### src/rtl/pulse_period_monitor.sv
`default_nettype none
// ============================================================================
// pulse_period_monitor : measures the gap between rising pulse events, flags
// early/late pulses, tracks lock. Optional macro: PERIOD_MON_STATS_EN.
// Revision: 1.0
// ============================================================================
module pulse_period_monitor #(
   parameter int CNT_W   = 16,
   parameter int MIN_GAP = 2,
   parameter int MAX_GAP = 1000
) (
   input  logic             clk,
   input  logic             rst,
   input  logic             pulse_in,
   output logic [CNT_W-1:0] period_data,
   output logic             period_valid,
   input  logic             period_ready,
   output logic             early_err,
   output logic             timeout,
   output logic             overrun,
   output logic             locked
`ifdef PERIOD_MON_STATS_EN
   ,
   output logic [CNT_W-1:0] event_count
`endif
);

   typedef enum logic [0:0] {
      IDLE    = 1'b0,
      MEASURE = 1'b1
   } state_t;

   localparam logic [CNT_W-1:0] c_one     = CNT_W'(1);
   localparam logic [CNT_W-1:0] c_min_gap = CNT_W'(MIN_GAP);
   localparam logic [CNT_W-1:0] c_max_gap = CNT_W'(MAX_GAP);

   state_t           state_q, state_d;
   logic             pulse_in_q;
   logic [CNT_W-1:0] cnt_q, cnt_d;
   logic [CNT_W-1:0] data_q, data_d;
   logic             valid_q, valid_d;
   logic             early_q, early_d;
   logic             timeout_q, timeout_d;
   logic             overrun_q, overrun_d;
   logic             locked_q, locked_d;
   logic [CNT_W-1:0] prev_q, prev_d;
   logic             have_prev_q, have_prev_d;
   logic             w_event;
   logic             w_capture;

   assign w_event = pulse_in & ~pulse_in_q;

   always_comb begin
      state_d     = state_q;
      cnt_d       = cnt_q;
      early_d     = 1'b0;
      timeout_d   = 1'b0;
      locked_d    = locked_q;
      prev_d      = prev_q;
      have_prev_d = have_prev_q;
      w_capture   = 1'b0;
      case (state_q)
         IDLE: begin
            cnt_d = '0;
            if (w_event) begin
               state_d = MEASURE;
               cnt_d   = c_one;
            end
         end
         MEASURE: begin
            // An event on the MAX_GAP cycle is a legal period, so it is tested first.
            if (w_event) begin
               cnt_d = c_one;
               if (cnt_q < c_min_gap) begin
                  early_d     = 1'b1;
                  locked_d    = 1'b0;
                  have_prev_d = 1'b0;
               end else begin
                  w_capture   = 1'b1;
                  locked_d    = have_prev_q && (cnt_q == prev_q);
                  prev_d      = cnt_q;
                  have_prev_d = 1'b1;
               end
            end else if (cnt_q == c_max_gap) begin
               timeout_d   = 1'b1;
               state_d     = IDLE;
               cnt_d       = '0;
               locked_d    = 1'b0;
               have_prev_d = 1'b0;
            end else begin
               cnt_d = cnt_q + c_one;
            end
         end
         default: state_d = IDLE;
      endcase
   end

   always_comb begin
      data_d    = data_q;
      valid_d   = valid_q;
      overrun_d = overrun_q;
      if (valid_q && period_ready) begin
         valid_d = 1'b0;
      end
      // A handshake completing this cycle frees the slot for the new period.
      if (w_capture) begin
         if (!valid_q || period_ready) begin
            data_d  = cnt_q;
            valid_d = 1'b1;
         end else begin
            overrun_d = 1'b1;
         end
      end
   end

   always_ff @(posedge clk) begin
      if (rst) begin
         state_q     <= IDLE;
         pulse_in_q  <= 1'b0;
         cnt_q       <= '0;
         data_q      <= '0;
         valid_q     <= 1'b0;
         early_q     <= 1'b0;
         timeout_q   <= 1'b0;
         overrun_q   <= 1'b0;
         locked_q    <= 1'b0;
         prev_q      <= '0;
         have_prev_q <= 1'b0;
      end else begin
         state_q     <= state_d;
         pulse_in_q  <= pulse_in;
         cnt_q       <= cnt_d;
         data_q      <= data_d;
         valid_q     <= valid_d;
         early_q     <= early_d;
         timeout_q   <= timeout_d;
         overrun_q   <= overrun_d;
         locked_q    <= locked_d;
         prev_q      <= prev_d;
         have_prev_q <= have_prev_d;
      end
   end

   assign period_data  = data_q;
   assign period_valid = valid_q;
   assign early_err    = early_q;
   assign timeout      = timeout_q;
   assign overrun      = overrun_q;
   assign locked       = locked_q;

`ifdef PERIOD_MON_STATS_EN
   logic [CNT_W-1:0] ev_count_q, ev_count_d;

   always_comb begin
      ev_count_d = ev_count_q;
      if (w_capture && (ev_count_q != '1)) begin
         ev_count_d = ev_count_q + c_one;
      end
   end

   always_ff @(posedge clk) begin
      if (rst) begin
         ev_count_q <= '0;
      end else begin
         ev_count_q <= ev_count_d;
      end
   end

   assign event_count = ev_count_q;
`endif

endmodule
`default_nettype wire
### config.mk
export PLATFORM = sky130hd
export DESIGN_NAME = pulse_period_monitor
export DESIGN_NICKNAME = d
export VERILOG_FILES = /design/src/rtl/pulse_period_monitor.sv
export SDC_FILE = /design/constraint.sdc
export NUM_CORES = 1
export LEC_CHECK = 0
export BUFFER_PORTS_ARGS = -buffer_cell sky130_fd_sc_hd__buf_4
export CORE_AREA = 2 2 77 79
export DETAILED_ROUTE_END_ITERATION = 8
export DIE_AREA = 0 0 79 81
export HOLD_SLACK_MARGIN = 0.06
export PLACE_DENSITY = 0.66
export SYNTH_ARGS = -nofsm -noshare
export SYNTH_HDL_FRONTEND = slang
export SYNTH_SLANG_ARGS = --single-unit
### constraint.sdc
create_clock -name clk -period 5.17 [get_ports clk]
set_input_delay 0.7755 -clock clk [delete_from_list [all_inputs] [get_ports clk]]
set_output_delay 0.7755 -clock clk [all_outputs]
set_load 0.005 [all_outputs]
Word-level counts from Yosys, hierarchy flattened
Index checks and enable logic that the tools add are counted.
Operators by class
  reduce and logical (&&, ||, !) cells: 11
  shifts and indexed selects: 0
  add/sub/neg operators: 1
  $lt $le $gt $ge: 1
  equal/unequal tests: 2
  multiply operators: 0
  bitwise gates (word level): 6
  multiplexer cells: 20
  div/mod/pow operators: 0
Operator list (count)
  16-bit two-way mux: 2
  16-bit case mux with 2 select lines: 1
  16-bit by 1-bit adder with 16-bit output, second input constant: 1
  16-bit by 10-bit equality test with 1-bit output, second input constant: 1
  16-bit equality test: 1
  16-bit by 2-bit < comparator with 1-bit output, second input constant: 1
  1-bit two-way mux: 16
  2-bit AND reduction: 3
  3-bit OR reduction: 2
  1-bit inverter: 5
  3-bit AND reduction: 1
  1-bit logical AND: 2
  1-bit case mux with 2 select lines: 1
  2-bit nonzero test: 1
  1-bit AND: 1
  1-bit zero test: 1
  1-bit logical OR: 1
Storage, ports and cells
  latch bits: 0
  output and inout bits: 21
  bits of input ports: 4
  memory bits (read-only): 0
  bits in registers: 56
  memories: 0
  memory bits (writable): 0

Depth between registers and ports, before layout
Gate-level depths: netlist (run 1).
  depth after elaboration: 5
  mapped depth: 7
  mapped depth without buffers: 6

Worst setup path after synthesis (run 1)
No wires, ideal clock.
  path type: input to register
  start point: in pulse_in
  end point: reg prev_q[11]
  arrival: 1.879 ns
  path buffers: 2
  data required time: 5.100 ns
  path slack: 3.221 ns
  stages on the path: 6
  cells stage by stage: nor2b_1 and2_1 buf_2 clkbuf_1 nand3_1 a21oi_1
On the way
  cells in the longest elaborated chain, start to end: 2
RTL lines
  start, declared: RTL line 14  | input logic pulse_in,
  1-bit AND: RTL line 51  | assign w_event = pulse_in & ~pulse_in_q;
  3-bit AND reduction (no source line)
  end signal, assigned: RTL line 139  | prev_q <= prev_d;
  end, declared: RTL line 46  | logic [CNT_W-1:0] prev_q, prev_d;
Every way passes these cells.
A chain may end at the register's enable or synchronous reset.

Final worst setup path (run 1)
  start point: in pulse_in
  end point: reg data_q[11], in the netlist period_data[11]
On the way
  cells in the longest elaborated chain, start to end: 4
RTL lines
  1-bit AND: RTL line 51
  1-bit two-way mux: RTL line 72  | if (w_event) begin
  1-bit two-way mux: RTL line 62  | case (state_q)
  2-bit AND reduction (no source line)
  end signal, assigned: RTL line 133  | data_q <= data_d;
  end, declared: RTL line 40  | logic [CNT_W-1:0] data_q, data_d;
Every way passes these cells.

==> results.md, run 1 <==
Floorplan:
- The number of rows created at floorplan is 28.
- From bottom edge to top edge, the die measures 81 um.
- The die extent in x is roughly 79 um.
- In this run the count of I/O pins placed on the die edge is 25.
- The floorplan step defined a die boundary enclosing between 0.006 and 0.007 mm^2.
- For this configuration, the core starts out at a cell density of 0.472.
- The total area inside the core boundary comes to about 0.0057 mm^2.

Global route:
- The global-route track usage on met3 is 0.0333.
- The via count of the first global-routing pass is 1799.
- In the global route stage, met1 resource usage came out at 0.200.
- Across every metal layer, demand over resource in global routing totals 0.162.
- The met2 global-route usage is 0.280.
- The maximum number of pins on one net before global-route repair is just under 60.
- The overflow left after global routing is 0.
- The global-route wire length before repair is between 8 and 9 mm.
- The busiest layer in global routing is met2.
- The initial antenna violation count is 0.

Placed design:
- At the end of routability-driven placement, the weighted congestion stood at 0.755.
- The HPWL after detailed placement is 3.33 mm.
- The number of buffers inserted by port buffering is 24.
- At the placement stage, the worst setup path has a slack of 2.09 ns.

Clock network:
- TritonCTS created 5 clock buffers.
- The count of hold-fix buffers inserted at cts is 0.
- The clock sink count is 56.
- The clock input transition at the sequential cells of the worst setup and hold paths is 0.10 ns.
- The buffer cell driving the clock tree root is clkbuf_8.
- The number of setup buffers added after CTS is 0.
- TritonCTS built the clock tree.
- The level count of the clock H-tree is 2.
- In this run, post-CTS repair resized a total of 0 instances.
- The largest buffer count on any clock path is 2.
- For the worst-skew pair, the clock arrives at the later sink with an insertion delay of 0.31 ns.

Pwr:
- The peak ir drop on the vdd network is between 0.1 and 0.15 mV.
- The static leakage power is between 1 and 1.5 nW.
- The completed layout was analyzed and its total power is between 0.0007 and 0.0008 W.
- In this run the power density over the cells is 244 mW/mm^2.

Logic synthesis:
- After synthesis the netlist holds a flip-flop and latch count of 56.
- The sequential area share after synthesis is 0.418.
- The post-synthesis cell area is about 0.0027 mm^2.
- The synthesized instance count is 298.
- The number of nets in the synthesized netlist is 304.
- The yosys synthesis warning count is 0.
- Dividing the synthesized area by the synthesized cell count gives 8.99 um^2.
- The distinct cell type count of the synthesized netlist is 34.

Flow run:
- The tool flagged a number of max-cap violations equal to 0.

STA:
- The number of max-slew violations in the final report is 0.
- The clock skew after layout is between 0.007 and 0.008 ns.
- The number of setup violations in the final report is 0.
- The transition at the pin with the smallest max-transition slack is 0.962 ns.
- Hold timing on the final database bottoms out at a slack of approximately 0.48 ns.
- The number of hold-slack violations in the final timing report is 0.
- The sum of negative setup slack is 0 ns.
- Dividing the final minimum period by the clock period gives 0.523.
- After layout, the minimum clock period comes to 2.70 ns.
- The headroom to the max-slew limit is 0.359.
- Once routing completed, OpenROAD measured the worst setup slack at approximately 2.5 ns.
- The achievable frequency is approximately 370 MHz.
- Setup repair after global routing left no endpoint under its margin.

Outcome:
- The flow ran to the end, and the final reports show no timing, DRC or antenna violations.

Setup path:
- The worst endpoint data arrival time is 2.94 ns.
- The critical path goes through buf_4 -> nor2b_1 -> and2_1 -> and3_1 -> mux2i_1.
- The largest fanout of any net on the critical path is 20.
- The classification of the worst setup path is in -> reg.
- The slowest stage of the critical path belongs to the cell and3_1.
- Data on the critical path is required at its endpoint by 5.41 ns.
- The type of origin of the critical path is an input port.
- The critical path capture point type is a flop.
- In this design, the stage delay of the slowest critical-path cell is 0.89 ns.

Route:
- The routed via count divided by cell count is 5.30.
- The final layout contains routed wiring with a total length of 4.85 mm.
- Detailed routing inserted a total of 1991 vias.
- The detailed router's first-iteration violation count is 129.
- The pre-antenna-repair detailed-routing pass consisted of 4 iterations.
- After detailed routing, the average wire length per cell comes to 12.9 um.
- The count of unresolved DRC violations after routing is 0.
- The remaining antenna violation count after routing is 0.

Cells and area:
- The fill cell instance count of the final layout is between 500 and 600.
- The multi-input gate area in the final layout is 0.00139 mm^2.
- The area of all sequential standard cells is 0.00112 mm^2.
- Compared with the post-synthesis result, the final layout area differs by 7.70%.
- The diode insertion count for antenna repair is 0.
- In the final layout, the share of cells above drive strength 1 is 0.123.
- The net count of the finished layout is 306.
- For this run, the share of the core covered by cells in the final layout is 0.509.

Worst hold path:
- The tightest min-delay check is of the reg -> reg type.
[final cells by class]
class,count,share of cell area
Inverter,3,0.00390
Clock buffer,5,0.0238
Timing Repair Buffer,24,0.0624
Sequential cell,56,0.388
Tap cell,75,0.0325
Multi-Input combinational cell,210,0.481
Clock inverter,3,0.00824
[layer usage]
| layer | share of wire | vias to the layer above |
|---|---|---|
| li1 | - | 1020 |
| met1 | 0.48 | 940 |
| met2 | 0.47 | 24 |
| met3 | 0.030 | 7 |
| met4 | 0.018 | 0 |
| met5 | 0 | - |
[Yosys cell counts]
library cell  number  area (um^2)
a21oi_1           23          115
a2bb2oi_1          1         8.76
a311oi_1           1         8.76
and2_0             1         6.26
and2_1             1         6.26
and3_1             4         25.0
and4_1             3         26.3
buf_2             10         50.1
buf_4              2         15.0
buf_6              4         45.0
clkbuf_1          12         45.0
clkbuf_2           1         5.00
dfxtp_1           56         1120
ha_1               2         25.0
inv_1              3         11.3
mux2i_1           16          160
nand2_1           12         45.0
nand2b_1          36          225
nand3_1           20          100
nand4_1            8         50.1
nand4_4            1         21.3
nor2_1            14         52.6
nor2b_1            2         12.5
nor3_1             6         30.0
nor3b_1            1         7.51
nor4_1             4         25.0
nor4_4             3         63.8
o21ai_0           18         90.1
o21ba_2            1         10.0
o31ai_1            2         15.0
or3_1              1         6.26
or4_1              2         15.0
xnor2_1            3         26.3
xor2_1            24          210
[cell usage in the layout, fill, tap and decap left out, types with 6 or more instances in the layout]
cell type	instances
dfxtp_1	56
nand2b_1	36
xor2_1	24
buf_4	24
a21oi_1	23
nand3_1	20
o21ai_0	18
mux2i_1	16
nor2_1	14
nand2_1	12
nand4_1	8
nor3_1	6
[power breakdown]
group	internal (W)	switching [W]
Clock	0.0000962	0.000145
Combinational	0.0000101	0.0000159
Sequential	0.000433	0.00000272
Total	0.000539	0.000164
[registers in the layout, summed over array words and instances, names as in the netlist]
name,count
cnt_q,16
period_data,16
prev_q,16
early_err,1
have_prev_q,1
locked,1
overrun,1
period_valid,1
pulse_in_q,1
state_q,1
timeout,1
[kinds of logic after synthesis]
logic type / Yosys count / share of synthesized area
AO/OA/AOI/OAI: 46 / 0.0924
XOR/XNOR: 27 / 0.0882
adder cells (fa/ha/maj): 2 / 0.00934
buffers and inverters: 32 / 0.0640
flip-flops: 56 / 0.418
multiplexers: 16 / 0.0598
AND/OR/NAND/NOR: 119 / 0.268
[per-stage QoR]
step,instance area [um^2],std cells
2_1_floorplan,2680,298
3_3_place_gp,2790,368
3_5_place_dp,2790,368
4_1_cts,2890,376
5_1_grt,2890,376
6_report,2890,376
[final timing paths]
kind,from,slack (ns),cells past startpoint,end
worst min register to register,period_data[5],0.48,2,period_data[5]
worst min-delay path,period_data[5],0.48,2,period_data[5]
worst max register to register,pulse_in_q,2.71,4,period_data[11]
worst max-delay path,pulse_in,2.47,5,period_data[11]
[worst max-delay path, delay by kind of cell]
family | cells | cell delay [ns]
buffers and inverters | 1 | 0.08
multiplexers | 1 | 0.26
AND/OR/NAND/NOR | 3 | 1.80
(Power assumes the default switching activity.)
==> run 2: changes to the inputs <==
==> constraint.sdc (replaced) <==
create_clock -name clk -period 2.65 [get_ports clk]
set_input_delay 0.3975 -clock clk [delete_from_list [all_inputs] [get_ports clk]]
set_output_delay 0.3975 -clock clk [all_outputs]
set_load 0.005 [all_outputs]
==> results.md, run 2 (same netlist as run 1, synthesis figures left out) <==
Route:
- The remaining antenna violation count after routing is 0 (unchanged).
- The detailed router's first-iteration violation count is 136 (was 129).
- The highest metal layer with signal wires is met4 (unchanged).
- The wire length on met1 is 2.50 mm (was 2.34 mm).
- The count of unresolved DRC violations after routing is 0 (unchanged).
- The final wirelength is 5.22 mm (was 4.85 mm).
- The routed length on met3 is 245 um (was 144 um).
- The wire length per cell is 13.5 um (was 12.9 um).
- The count of vias placed by the detailed router came to 2051 (was 1991).
- The routed length on met2 came to 2.44 mm (was 2.28 mm).
- The number of detailed-route iterations in the first pass is 4 (unchanged).
- The routed via count divided by cell count came to 5.33 (was 5.30).

Floorplan:
- The number of ports placed on the die boundary is 25 (unchanged).
- The core region area is 0.00568 mm^2 (unchanged).
- The initial core utilization is 0.472 (unchanged).
- The y dimension of the die came to 81 um (unchanged).
- The die extent in x was 79 um (unchanged).
- The number of rows created at floorplan is 28 (unchanged).
- The die footprint was 0.00640 mm^2 (unchanged).

Setup path:
- The terminus of the critical flop-to-flop path is period_data[8] (was period_data[11]).
- The number of buffer and inverter stages on the critical path was 0 (was 1).
- Series of cell instances along the critical path: nor4_4 -> nand4_4 -> and3_1 -> mux2i_1 (was buf_4 -> nor2b_1 -> and2_1 -> and3_1 -> mux2i_1).
- The worst endpoint data arrival time came to 2.37 ns (was 2.94 ns).
- The type of origin of the critical path is a flop (was input port).
- The depth of the worst register-to-register path is 4 (unchanged).
- The slowest cell on the critical path was and3_1 (unchanged).
- The minimum setup slack among reg-to-reg paths is 0.52 ns (was 2.71 ns).
- The critical path capture point type is a flop (unchanged).
- The largest fanout of any net on the critical path was 19 (was 20).
- The peak per-stage delay on the critical path is 0.84 ns (was 0.89 ns).
- The depth of the critical timing path with buffers and inverters included is 4 (was 5).
- The worst flop-to-flop path startpoint is cnt_q[7] (was pulse_in_q).
- The required time of the critical path came to 2.89 ns (was 5.41 ns).
- The classification of the worst setup path is reg -> reg (was in -> reg).
- The end of the critical path is period_data[8] (was period_data[11]).
- The cell family contributing the most delay on the critical path is simple AND/OR/NAND/NOR gates (unchanged).
- The first element of the critical path is cnt_q[7] (was pulse_in).

Worst hold path:
- The number of cells on the worst hold path was 2 (unchanged).
- The classification of the worst-slack hold path was in -> reg (was reg -> reg).

STA:
- The clock skew after layout is 0.0120 ns (was 0.00774 ns).
- The transition at the pin with the smallest max-transition slack is 0.957 ns (was 0.962 ns).
- The slack of the critical path is 0.521 ns (was 2.47 ns).
- The final hold slack is 0.327 ns (was 0.476 ns).
- Unrepaired setup endpoints after global routing: false (unchanged).
- The number of hold-slack violations in the final timing report is 0 (unchanged).
- The sum of negative setup slack is 0 ns (unchanged).
- The number of setup violations in the final report is 0 (unchanged).
- The headroom to the max-slew limit came to 0.362 (was 0.359).
- The number of max-slew violations in the final report came to 0 (unchanged).
- For this run, the top clock speed supported by timing is 470 MHz.
- Subtracting the final worst setup slack from the clock period gives around 2.1 ns.
- In the finished design, the share of the clock period the worst path needs comes to 0.803.

Clock network:
- The quantity of gates resized following cts is 0 (unchanged).
- The number of setup buffers added after CTS is 0 (unchanged).
- The level count of the clock H-tree is 2 (unchanged).
- The TritonCTS clock tree is done (unchanged).
- The count of hold-fix buffers inserted at cts came to 0 (unchanged).
- The clock sink count is 56 (unchanged).
- The buffer cell driving the clock tree root is clkbuf_8 (unchanged).
- The number of buffers created by CTS is 5 (unchanged).
- The largest buffer count on any clock path came to 2 (unchanged).
- The clock input transition at the sequential cells of the worst setup and hold paths came to 0.10 ns (about the same).
- The insertion delay of the later-clocked pin in the worst-skew pair came to 0.31 ns (about the same).

Cells and area:
- The net count of the finished layout was 315 (was 306).
- The post-layout instance area is 0.00297 mm^2 (was 0.00289 mm^2).
- The most common cell after layout, fill and taps aside is dfxtp_1 (unchanged).
- The fraction of layout instances using a drive strength above 1 is 0.148 (was 0.123).
- Most frequent cells in the layout: 56 x dfxtp_1, 36 x nand2b_1, 33 x buf_4 (was 56 x dfxtp_1, 36 x nand2b_1, 24 x xor2_1, 24 x buf_4, 23 x a21oi_1).
- The layout overhead on the synthesized area came to 10.9% (was 7.70%).
- The diode insertion count for antenna repair is 0 (unchanged).

Global route:
- The via count of the first global-routing pass is 1833 (was 1799).
- The initial antenna violation count is 0 (unchanged).
- The global-route wire length before repair came to 8.85 mm (was 8.25 mm).
- The maximum number of pins on one net before global-route repair is 58 (unchanged).
- The combined global-route utilization of all metal layers is 0.174 (was 0.162).
- The overflow left after global routing is 0 (unchanged).

Placed design:
- The global placement routability congestion is 0.768 (was 0.755).
- The worst slack after detailed placement was 0.543 ns (was 2.09 ns).
- The post-place instance area is 0.00286 mm^2 (was 0.00279 mm^2).
- The HPWL after detailed placement is 3.52 mm (was 3.33 mm).
- The number of buffers inserted by port buffering is 24 (unchanged).

Pwr:
- The sum of internal, switching and leakage power was 0.00147 W (was 0.000703 W).
- The peak ir drop on the vdd network is 0.200 mV (was 0.116 mV).
- The cell area power density came to 493 mW/mm^2 (was 244 mW/mm^2).
- The static leakage power came to 1.12 nW (was 1.06 nW).

Flow run:
- The max-cap check violation count is 0 (unchanged).

Outcome:
- Status: complete, no violations (unchanged).
==> run 2: changes by cell type in the layout (fill, tap and decap cells not counted) <==
| cell | before | now |
|---|---|---|
| bufinv_16 | 0 | 1 |
| clkinv_4 | 1 | 0 |
| buf_4 | 24 | 33 |
| clkinvlp_4 | 2 | 1 |
| clkinv_2 | 0 | 1 |
==> run 2: metal layers <==
metal / global-route usage / vias to the layer above
li1: - / 1039
met4: 0.0517 / 0
met2: 0.280 / 38
met3: 0.0367 / 2
met1: 0.238 / 972
met5: 0 / -
==> run 2: per-stage QoR <==
step / util / cells
5_1_grt: 0.524 / 385
3_3_place_gp: 0.504 / 377
2_1_floorplan: - / 298
3_5_place_dp: 0.504 / 377
6_report: 0.524 / 385
4_1_cts: 0.524 / 385
==> run 2: worst min-delay path by stage <==
| stage | startpoint | slack, ns | endpoint |
|---|---|---|---|
| floorplan | period_data[0] | 0.46 | period_data[0] |
| global placement | period_data[7] | 0.46 | period_data[7] |
| detailed placement | period_data[14] | 0.46 | period_data[14] |
| CTS | pulse_in | 0.32 | pulse_in_q |
| global route | pulse_in | 0.33 | pulse_in_q |
| finish | pulse_in | 0.33 | pulse_in_q |
==> run 2: where the power goes <==
group | switching [W] | internal, W
sequential | 0.00000567 | 0.000845
clock | 0.000282 | 0.000280
combinational | 0.0000326 | 0.0000218
==> run 2: cell type report <==
type | count | area [um^2]
clock buffers | 5 | 68.8
multi-input cells | 210 | 1390
fillers | 550 | 2700
clock inverters | 3 | 42.5
inverters | 3 | 11.3
flip-flops and latches | 56 | 1120
well taps | 75 | 93.8
repair buffers | 33 | 248
==> run 3: changes to the inputs <==
--- a/config.mk
+++ b/config.mk
@@ -5,12 +5,13 @@
 export SDC_FILE = /design/constraint.sdc
 export NUM_CORES = 1
 export LEC_CHECK = 0
+export ABC_AREA = 1
 export BUFFER_PORTS_ARGS = -buffer_cell sky130_fd_sc_hd__buf_4
-export CORE_AREA = 2 2 77 79
+export CORE_AREA = 2 2 76 78
 export DETAILED_ROUTE_END_ITERATION = 8
-export DIE_AREA = 0 0 79 81
+export DIE_AREA = 0 0 78 80
 export HOLD_SLACK_MARGIN = 0.06
-export PLACE_DENSITY = 0.66
+export PLACE_DENSITY = 0.68
 export SYNTH_ARGS = -nofsm -noshare
 export SYNTH_HDL_FRONTEND = slang
 export SYNTH_SLANG_ARGS = --single-unit
==> constraint.sdc (replaced) <==
create_clock -name clk -period 1.8 [get_ports clk]
set_input_delay 0.27 -clock clk [delete_from_list [all_inputs] [get_ports clk]]
set_output_delay 0.27 -clock clk [all_outputs]
set_load 0.005 [all_outputs]
==> results.md, run 3 <==
Pwr:
- The static leakage power came to 1.22 nW (was 1.12 nW).
- The share of power burned in registers is 0.581 (was 0.580).
- The switching portion of total power is 0.220 (was 0.218).
- The cell area power density is 747 mW/mm^2 (was 493 mW/mm^2).
- The cell-internal power came to 0.00169 W (was 0.00115 W).
- The peak ir drop on the vdd network was 0.637 mV (was 0.200 mV).
- The sum of internal, switching and leakage power is 0.00217 W (was 0.00147 W).
- The clock power share is 0.381 (was 0.383).
- The power share of the combinational group came to 0.038 (was 0.037).
- The reported net switching power came to 0.000476 W (was 0.000320 W).

Route:
- The number of detailed-route iterations in the first pass is 4 (unchanged).
- The remaining antenna violation count after routing is 0 (unchanged).
- The final wirelength is 5.56 mm (was 5.22 mm).
- The wire length per cell came to 12.4 um (was 13.5 um).
- The detailed router's first-iteration violation count was 104 (was 136).
- The count of unresolved DRC violations after routing was 0 (unchanged).
- The routed via count divided by cell count is 4.87 (was 5.33).
- The count of vias placed by the detailed router is 2188 (was 2051).

Clock network:
- The buffer cell driving the clock tree root is clkbuf_8 (unchanged).
- The TritonCTS clock tree is done (unchanged).
- The number of setup buffers added after CTS is 0 (unchanged).
- The count of hold-fix buffers inserted at cts is 0 (unchanged).
- The insertion delay of the later-clocked pin in the worst-skew pair was 0.31 ns (about the same).
- The clock input transition at the sequential cells of the worst setup and hold paths is 0.10 ns (about the same).
- The number of buffers created by CTS is 5 (unchanged).
- The clock sink count is 56 (unchanged).
- The level count of the clock H-tree is 2 (unchanged).
- The largest buffer count on any clock path is 2 (unchanged).

Logic synthesis:
- The predominant post-synthesis flop cell is dfxtp_1 (unchanged).
- The register bit total from synthesis is 56 (unchanged).
- The yosys synthesis warning count is 0 (unchanged).
- The post-synthesis cell area is 0.00257 mm^2 (was 0.00268 mm^2).
- The number of nets in the synthesized netlist was 359 (was 304).
- The synthesized instance count is 353 (was 298).
- The sequential area share after synthesis came to 0.435 (was 0.418).
- The most numerous cell in the Yosys netlist is nor2_1 (was dfxtp_1).
- The portion of synthesized cell area occupied by the leading cell type came to 0.435 (was 0.418).
- The cell type with the highest aggregate area in the netlist is dfxtp_1 (unchanged).
- The synthesized area per cell is 7.29 um^2 (was 8.99 um^2).
- The count of flip-flops with a built-in enable after synthesis is 0 (unchanged).
- Leading post-synthesis cells by cell area: dfxtp_1 44%, nor2_1 9.2%, nand2_1 8.3% (was dfxtp_1 42%, nand2b_1 8.4%, xor2_1 7.8%).
- Top cell types by occurrence after synthesis: 63 x nor2_1, 57 x nand2_1, 56 x dfxtp_1, 37 x inv_1, 33 x o21ai_0 (was 56 x dfxtp_1, 36 x nand2b_1, 24 x xor2_1, 23 x a21oi_1, 20 x nand3_1).
- The share of async-settable or async-resettable flops after synthesis is 0 (unchanged).
- The distinct cell type count of the synthesized netlist came to 34 (unchanged).

Cells and area:
- Most frequent cells in the layout: 63 x nor2_1, 57 x nand2_1, 55 x dfxtp_1 (was 56 x dfxtp_1, 36 x nand2b_1, 33 x buf_4).
- The area of all sequential standard cells was 0.00112 mm^2 (about the same).
- The fill cell instance count of the final layout is 556 (was 550).
- The net count of the finished layout is 382 (was 315).
- The diode insertion count for antenna repair is 0 (unchanged).
- The multi-input gate area in the final layout is 0.00116 mm^2 (was 0.00139 mm^2).
- The most common cell after layout, fill and taps aside is nor2_1 (was dfxtp_1).
- The layout overhead on the synthesized area is 12.9% (was 10.9%).
- The fraction of layout instances using a drive strength above 1 is 0.172 (was 0.148).

Global route:
- The overflow left after global routing is 0 (unchanged).
- The busiest layer in global routing was met2 (unchanged).
- The met1 track utilization from global routing is 0.261 (was 0.238).
- The initial antenna violation count was 0 (unchanged).
- The met2 global-route usage is 0.295 (was 0.280).
- The combined global-route utilization of all metal layers is 0.191 (was 0.174).
- The maximum number of pins on one net before global-route repair is 26 (was 58).
- The global-route track usage on met3 came to 0.0419 (was 0.0367).
- The global-route wire length before repair came to 9.24 mm (was 8.85 mm).
- The via count of the first global-routing pass is 1977 (was 1833).

STA:
- The slack of the critical path is 0.194 ns (was 0.521 ns).
- The part of the cycle the worst path needs is 0.892 (was 0.803).
- The number of hold-slack violations in the final timing report is 0 (unchanged).
- The number of setup violations in the final report was 0 (unchanged).
- Unrepaired setup endpoints after global routing: false (unchanged).
- The number of max-slew violations in the final report is 0 (unchanged).
- The achievable frequency is 623 MHz (was 470 MHz).
- The minimum clock period was 1.61 ns (was 2.13 ns).
- The transition at the pin with the smallest max-transition slack is 0.393 ns (was 0.957 ns).
- The sum of negative setup slack is 0 ns (unchanged).
- The headroom to the max-slew limit is 0.737 (was 0.362).
- The clock skew after layout came to 0.00525 ns (was 0.0120 ns).

Worst hold path:
- The number of cells on the worst hold path is 2 (unchanged).
- The classification of the worst-slack hold path is in -> reg (unchanged).
- The start point of the worst min-delay path is rst (was pulse_in).

Setup path:
- The required time of the critical path is 2.01 ns (was 2.89 ns).
- The largest fanout of any net on the critical path is 7 (was 19).
- The worst flop-to-flop path startpoint is cnt_q[5] (was cnt_q[7]).
- The critical path capture point type is a flop (unchanged).
- The worst endpoint data arrival time is 1.82 ns (was 2.37 ns).
- The classification of the worst setup path was reg -> reg (unchanged).
- The first element of the critical path is cnt_q[5] (was cnt_q[7]).
- The depth of the worst register-to-register path is 7 (was 4).
- The type of origin of the critical path is a flop (unchanged).

Placed design:
- The number of buffers inserted by port buffering is 24 (unchanged).
- The global placement routability congestion came to 0.798 (was 0.768).
- The worst slack after detailed placement was 0.182 ns (was 0.543 ns).
- The HPWL after detailed placement was 4.03 mm (was 3.52 mm).

Floorplan:
- The initial core utilization came to 0.476 (was 0.472).
- The y dimension of the die was 80 um (was 81 um).
- The number of rows created at floorplan is 27 (was 28).
- The number of ports placed on the die boundary came to 25 (unchanged).
- The core region area was 0.00541 mm^2 (was 0.00568 mm^2).
- The die footprint is 0.00624 mm^2 (was 0.00640 mm^2).
- The die extent in x is 78 um (was 79 um).

Outcome:
- Status: complete, no violations (unchanged).

Flow run:
- The max-cap check violation count was 0 (unchanged).
[run 3: cell types whose count changed after synthesis, sizes merged, moves of 15 or more]
cell,previous run,this run
xor2,24,9
nand2,12,59
nand2b,36,0
inv,3,39
mux2i,16,0
o21ai,18,37
nor2,14,75
[run 3: final cells by class]
type / count / share of cell area
Clock inverter: 3 / 0.0146
Tap cell: 72 / 0.0310
Multi-Input combinational cell: 238 / 0.399
Clock buffer: 5 / 0.0237
Timing Repair Buffer: 36 / 0.0930
Inverter: 39 / 0.0529
Sequential cell: 56 / 0.386
[run 3: what timing repair did]
action,in CTS,in global routing
endpoints found under the hold margin,0,0
resized for setup,0,1
setup endpoints to repair,0,1
[run 3: power by group through the flow]
stage | sequential (W) | combinational, W | clock (W)
after floorplan | 0.00129 | 0.0000573 | 0
after global placement | 0.00129 | 0.0000811 | 0
after global routing | 0.00126 | 0.0000929 | 0.000885
after detailed placement | 0.00129 | 0.0000822 | 0
final | 0.00126 | 0.0000822 | 0.000827
after CTS | 0.00126 | 0.0000824 | 0.000838
[run 3: worst paths after layout]
path                endpoint  slack (ns)
max reg2reg        cnt_q[14]        0.19
min          period_data[14]        0.19
max                cnt_q[14]        0.19
min reg2reg  period_data[15]        0.47
[run 3: through the flow]
| step | util | cells | cell area, um^2 | hold WS [ns] |
|---|---|---|---|---|
| after global routing | 0.538 | 449 | 2910 | 0.182 |
| after floorplan | - | 353 | 2570 | 0.395 |
| after detailed placement | 0.517 | 441 | 2790 | 0.457 |
| final | 0.538 | 449 | 2910 | 0.189 |
| after global placement | 0.517 | 441 | 2790 | 0.453 |
| after CTS | 0.538 | 449 | 2910 | 0.180 |
[run 3: logic make-up (layout without fill, tap and decap cells)]
family / Yosys count / in the layout / synth area share
simple gates: 163 / 163 / 0.278
compound gates: 63 / 63 / 0.128
buf+inv: 59 / 83 / 0.115
flops: 56 / 56 / 0.435
xor+xnor: 10 / 10 / 0.0340
fa+ha+maj: 2 / 2 / 0.00972
[run 3: per-layer routing]
| metal | vias up | routed length (um) | part of all wire |
|---|---|---|---|
| li1 | 1155 | - | - |
| met1 | 984 | 2830 | 0.51 |
| met2 | 39 | 2360 | 0.42 |
| met3 | 10 | 258 | 0.046 |
| met4 | 0 | 116 | 0.021 |
| met5 | - | 0 | 0 |
[run 3: critical path, stage by stage, from the launching register on]
cell and delay [ns]:
dfxtp_1 0.51, inv_1 0.17, nor3_2 0.28, nand2_1 0.15, nor2_1 0.18, nand4_1 0.10, nand2_1 0.08, nor2_1 0.03
